**src/rtl/muldiv_sequencer.sv**
```systemverilog
// muldiv_sequencer
//   Drives the iterative mult/div units for the main control unit. A one-cycle
//   start request pulses the chosen unit's init line. The sequencer then waits
//   for that unit's stop and loads HI/LO through their source muxes. It raises
//   a divide-by-zero or timeout exception instead of loading HI/LO when the
//   operation cannot complete. busy stalls the control unit for the whole
//   operation.
//
// Ports
//   clk            system clock, rising edge
//   reset          asynchronous, active-low
//   start_mult     one-cycle request: run mult on A/B (wins over start_div)
//   start_div      one-cycle request: run div on A/B
//   divisor_zero   B == 0, sampled together with start_div
//   mult_stop      mult unit finished
//   div_stop       div unit finished
//   div_zero       div unit's own zero-divisor flag, checked while dividing
//   flush          synchronous abort, overrides everything
//   mult_init      one-cycle init pulse to the mult unit
//   div_init       one-cycle init pulse to the div unit
//   hilo_sel       HI/LO source select: 0 = mult, 1 = div
//   high_load      HI register load enable
//   low_load       LO register load enable
//   busy           operation in progress
//   done           one-cycle pulse: HI/LO were just updated
//   div_zero_exc   one-cycle pulse: divide-by-zero exception
//   timeout_err    one-cycle pulse: unit did not stop in time
//   cycle_count    RUN-state cycle counter (debug)

module muldiv_sequencer #(
   parameter int TIMEOUT_CYCLES = 40,
   parameter int CNT_W          = 6
) (
   input  logic             clk,
   input  logic             reset,
   input  logic             start_mult,
   input  logic             start_div,
   input  logic             divisor_zero,
   input  logic             mult_stop,
   input  logic             div_stop,
   input  logic             div_zero,
   input  logic             flush,
   output logic             mult_init,
   output logic             div_init,
   output logic             hilo_sel,
   output logic             high_load,
   output logic             low_load,
   output logic             busy,
   output logic             done,
   output logic             div_zero_exc,
   output logic             timeout_err,
   output logic [CNT_W-1:0] cycle_count
);

   typedef enum logic [2:0] {
      S_IDLE,
      S_MULT_RUN,
      S_DIV_RUN,
      S_WRITE_HL,
      S_DONE,
      S_EXC
   } state_t;

   localparam logic [CNT_W-1:0] CNT_LIMIT = CNT_W'(TIMEOUT_CYCLES - 1);

   state_t state, state_nxt;

   // Exception cause travels with the transition into S_EXC so that the
   // registered pulse can tell the two causes apart.
   logic zexc_nxt;
   logic tout_nxt;

   logic at_limit;
   logic mult_entry;
   logic div_entry;

   assign at_limit   = (cycle_count == CNT_LIMIT);
   assign mult_entry = (state_nxt == S_MULT_RUN) && (state != S_MULT_RUN);
   assign div_entry  = (state_nxt == S_DIV_RUN)  && (state != S_DIV_RUN);

   // ------------------------------------------------------------------
   // State register
   // ------------------------------------------------------------------
   always_ff @(posedge clk or negedge reset) begin
      if (!reset) state <= S_IDLE;
      else        state <= state_nxt;
   end

   // ------------------------------------------------------------------
   // Next-state logic. flush overrides every transition, including a
   // stop in the same cycle, so no pulse or HI/LO load leaks out.
   // ------------------------------------------------------------------
   always_comb begin
      state_nxt = state;
      zexc_nxt  = 1'b0;
      tout_nxt  = 1'b0;
      if (flush) begin
         state_nxt = S_IDLE;
      end else begin
         case (state)
            S_IDLE: begin
               if (start_mult) begin
                  state_nxt = S_MULT_RUN;
               end else if (start_div) begin
                  // A zero divisor is caught before the div unit is started.
                  if (divisor_zero) begin
                     state_nxt = S_EXC;
                     zexc_nxt  = 1'b1;
                  end else begin
                     state_nxt = S_DIV_RUN;
                  end
               end
            end
            S_MULT_RUN: begin
               if (mult_stop) begin
                  state_nxt = S_WRITE_HL;
               end else if (at_limit) begin
                  state_nxt = S_EXC;
                  tout_nxt  = 1'b1;
               end
            end
            S_DIV_RUN: begin
               // A finished result is kept even if the zero flag or the
               // timeout fires in the same cycle.
               if (div_stop) begin
                  state_nxt = S_WRITE_HL;
               end else if (div_zero) begin
                  state_nxt = S_EXC;
                  zexc_nxt  = 1'b1;
               end else if (at_limit) begin
                  state_nxt = S_EXC;
                  tout_nxt  = 1'b1;
               end
            end
            S_WRITE_HL: state_nxt = S_DONE;
            S_DONE:     state_nxt = S_IDLE;
            S_EXC:      state_nxt = S_IDLE;
            default:    state_nxt = S_IDLE;
         endcase
      end
   end

   // ------------------------------------------------------------------
   // Registered outputs, decoded from the state being entered so that
   // every output is glitch-free and aligned with the new state.
   // ------------------------------------------------------------------
   always_ff @(posedge clk or negedge reset) begin
      if (!reset) begin
         mult_init    <= 1'b0;
         div_init     <= 1'b0;
         hilo_sel     <= 1'b0;
         high_load    <= 1'b0;
         low_load     <= 1'b0;
         busy         <= 1'b0;
         done         <= 1'b0;
         div_zero_exc <= 1'b0;
         timeout_err  <= 1'b0;
      end else begin
         mult_init    <= mult_entry;
         div_init     <= div_entry;
         high_load    <= (state_nxt == S_WRITE_HL);
         low_load     <= (state_nxt == S_WRITE_HL);
         busy         <= (state_nxt != S_IDLE);
         done         <= (state_nxt == S_DONE);
         div_zero_exc <= zexc_nxt;
         timeout_err  <= tout_nxt;
         // The mux select is only changed on RUN entry and then held, so
         // HI/LO see a stable source through WRITE_HL.
         if (mult_entry)     hilo_sel <= 1'b0;
         else if (div_entry) hilo_sel <= 1'b1;
      end
   end

   // ------------------------------------------------------------------
   // RUN cycle counter: cleared on entry, counts each RUN cycle, and
   // saturates at the timeout limit. Outside RUN it keeps its last value
   // for debug visibility.
   // ------------------------------------------------------------------
   always_ff @(posedge clk or negedge reset) begin
      if (!reset) begin
         cycle_count <= '0;
      end else if (mult_entry || div_entry) begin
         cycle_count <= '0;
      end else if ((state == S_MULT_RUN || state == S_DIV_RUN) && !at_limit) begin
         cycle_count <= cycle_count + 1'b1;
      end
   end

endmodule
```
**config.mk**
```make
export PLATFORM = sky130hd
export DESIGN_NAME = muldiv_sequencer
export DESIGN_NICKNAME = d
export VERILOG_FILES = /design/src/rtl/muldiv_sequencer.sv
export SDC_FILE = /design/constraint.sdc
export NUM_CORES = 1
export LEC_CHECK = 0
export CAP_MARGIN = 15
export CORE_MARGIN = 3
export CORE_UTILIZATION = 42
export CTS_CLUSTER_DIAMETER = 60
export DETAILED_ROUTE_END_ITERATION = 8
export PLACE_DENSITY = 0.76
export SLEW_MARGIN = 15
export SYNTH_ARGS = -nofsm -noshare
export SYNTH_HDL_FRONTEND = slang
export SYNTH_SLANG_ARGS = --single-unit
export TNS_END_PERCENT = 100
```
**constraint.sdc**
```tcl
create_clock -name clk -period 1.8 [get_ports clk]
set_input_delay 0.36 -clock clk [delete_from_list [all_inputs] [get_ports clk]]
set_output_delay 0.36 -clock clk [all_outputs]
set_load 0.02 [all_outputs]
```
==> summary.md <==
| Metric | Value |
|---|---|
| Post-Syn Nets | `89` |
| Area post-placement | `0.00133 mm2` |
| Largest net degree at the start of global routing | `18` |
| Tcrit/Tclk final | `108%` |
| Final nets | `143` |
| CP max FO | `5` |
| Status | `finished, violations left` |
| Data required, critical path | `2.00 ns` |
| Post-synth ARST share | `100%` |
| Share of the synthesized area in the top cell type | `46.4%` |
| Initial antenna violation count | `0` |
| Tightest Pin Transition | `0.563 ns` |
| Pwr/cell area | `955 mW/mm2` |
| I/O pins | `24` |
| Worst-Skew Late Latency | `0.29 ns` |
| Worst EP arrival | `2.14 ns` |
| Tot Pwr | `1460 uW` |
| Post-route cell area | `0.00153 mm2` |
| Failing checks | `setup timing` |
| CTS Buf Count | `3` |
| Pre-CTS WS | `-0.414 ns` |
| Routed wire length | `2690 um` |
| Avg WL per Cell | `16.9 um` |
| CP delay by family, top | `simple AND/OR/NAND/NOR gates` |
| Hold Crit Class | `in -> async` |
| Hpwl dp | `1700 um` |
| Post-synthesis cell type count | `37` |
| Max_cap viols | `0` |
| Synth warnings | `0` |
| Clock transition at path regs | `0.10 ns` |
| Final GP Congestion | `0.792` |
| Num Clock Sinks | `17` |
| Share of layout cells above drive strength 1 | `44.7%` |
| Post-synth EDFFs | `0` |
| Area contributors post-synth | `dfrtp_1 46%, nor3_1 4.4%, xnor2_1 3.8%, nor2b_1 2.7%, nor4b_4 2.6%` |
| Drt first pass iters | `4` |
| Final Max Slew Viols | `0` |
| Post-synth top cells | `17 x dfrtp_1, 8 x nor3_1, 4 x nand2_1, 4 x nor2b_1, 4 x xnor2_1` |
| Largest area contributor in the netlist | `dfrtp_1` |
| Critical Path Sink Type | `register` |
| DRC errors left | `0` |
| # rows | `16` |
| Die area | `0.00278 mm2` |
| Syn avg cell area | `11.6 um2` |
| Core Box Area | `0.00202 mm2` |
| RSZ-0062 raised after global routing | `yes` |
| First-pass GRT wire length | `4170 um` |
| Die X | `52.7 um` |
| CTS tree | `yes` |
| Fin. Hold Viols | `0` |
| Setup CP Type | `reg -> reg` |
| Vias | `846` |
| Layout area overhead | `67.1%` |
| Pleak | `0.000690 uW` |
| Max Fclk | `514 MHz` |
| Cells after synthesis | `79` |
| Buf+Inv Stages, Crit Path | `2` |
| Post-route ant nets | `0` |
| Max stage delay cell, worst path | `dfrtp_1` |
| Synthesized flop and latch total | `17` |
| Top-count cell post-synth | `dfrtp_1` |
| Number of port buffers | `23` |
| Minimum clock period | `1.95 ns` |
| Final setup TNS | `-0.873 ns` |
| CTS H-Tree Depth | `1` |
| Worst path cell trace | `buf_4, nor2_1, o21ai_0, and4_4, nor4b_4, buf_4, o21ba_4` |
| Vias/cell | `5.32` |
| Relative slew margins | `62.4%` |
| Total gr overflow | `0` |
| Crit-path max cell delay | `0.43 ns` |
| Max IR drop VDD | `0.756 mV` |
| Most frequent cell on the critical path | `buf_4` |
| CTS max path bufs | `2` |
| Finished Core Util | `75.8%` |
| Top FF cell, synth | `dfrtp_1` |
| Vias in the first global route | `876` |
| Die Height | `52.7 um` |
| CTS root buffer | `clkbuf_4` |
| Gr usage total | `21.5%` |
| Synthesized area | `917 um2` |
| Ant diodes | `0` |
| Drt initial violations | `17` |
| Register area share after synthesis | `46.4%` |
| Initial Utilization | `45.4%` |
| PnR worst setup slack | `-0.147 ns` |
| Setup Viol. Count Final | `8` |
| Critical Path Start Type | `register` |
| Final Skew | `0.00780 ns` |
[final cells by class]
| cell class | instances | area, um2 |
|---|---|---|
| clock buffers | 3 | 22.5 |
| repair buffers | 54 | 495 |
| multi-input cells | 57 | 548 |
| clock inverters | 1 | 5.00 |
| well taps | 27 | 33.8 |
| flip-flops and latches | 17 | 428 |
| fillers | 132 | 489 |
[registers in the layout, indices dropped and copies added (netlist names)]
name	flops
cycle_count	6
hilo_sel	1
busy	1
timeout_err	1
div_zero_exc	1
state	3
mult_init	1
div_init	1
low_load	1
done	1
[cell families (layout without fill, tap and decap cells)]
| group | count (synthesis) | in the layout | synth area share (%) |
|---|---|---|---|
| AOI/OAI and AO/OA | 11 | 11 | 10.2 |
| xor gates and xnor gates | 5 | 5 | 4.77 |
| adders and majority gates | 1 | 1 | 1.36 |
| buffers and inverters | 5 | 58 | 4.23 |
| DFF | 17 | 17 | 46.4 |
| muxes | 2 | 2 | 2.18 |
| and+or+nand+nor | 38 | 38 | 30.8 |
[worst register-to-register path, delay by kind of cell, from the launching register on]
kind	cells	cell delay, ns
compound gates	2	0.32
buf+inv	2	0.37
flops	1	0.43
simple gates	3	0.74
[stage by stage]
| step | hold WS [ns] | std cells |
|---|---|---|
| 2_1_floorplan | 0.0644 | 79 |
| 3_3_place_gp | 0.486 | 146 |
| 3_5_place_dp | 0.511 | 146 |
| 4_1_cts | 0.390 | 156 |
| 5_1_grt | 0.391 | 159 |
| 6_report | 0.374 | 159 |
[where the power goes]
part	internal, uW	total, uW	leakage [uW]	switching [uW]
logic	415	766	0.000448	351
clock network	82.7	203	0.0000177	121
registers	449	495	0.000224	46.1
total	946	1460	0.000690	518
[placed cells by master, fill, tap and decap left out, types with 3 or more instances in the layout]
cell / count
buf_4: 27
buf_6: 3
clkbuf_4: 3
clkdlybuf4s50_1: 18
dfrtp_1: 15
dlymetal6s2s_1: 4
nand2_1: 4
nor2b_1: 4
nor3_2: 4
nor3b_1: 3
xnor2_1: 4
[final timing paths]
kind	start	slack, ns	end	cells after the start
max	state[1]$_DFF_PN0_	-0.15	hilo_sel$_DFFE_PN0P_	7
min	reset	0.37	div_zero_exc$_DFF_PN0_	2
max reg2reg	state[1]$_DFF_PN0_	-0.15	hilo_sel$_DFFE_PN0P_	7
min reg2reg	hilo_sel$_DFFE_PN0P_	0.55	hilo_sel$_DFFE_PN0P_	1
max in group asynchronous	reset	1.22	cycle_count[0]$_DFFE_PN0P_	2
min in group clk	hilo_sel$_DFFE_PN0P_	0.55	hilo_sel$_DFFE_PN0P_	1
[metal layers]
layer	GRT usage [%]	vias up	wire (um)
met3	6.84	4	117
met2	36.2	29	1410
met5	0	-	0
li1	-	393	-
met1	26.1	420	1130
met4	5.96	0	38
[timing repair]
item | CTS | global route
gates cloned | 0 | 0
resized for setup | 12 | 10
buffers inserted | 6 | 3
setup endpoints to repair | 11 | 15
pin swaps | 8 | 4
hold buffers | 0 | 0
Power figures use the tool's default switching activity.
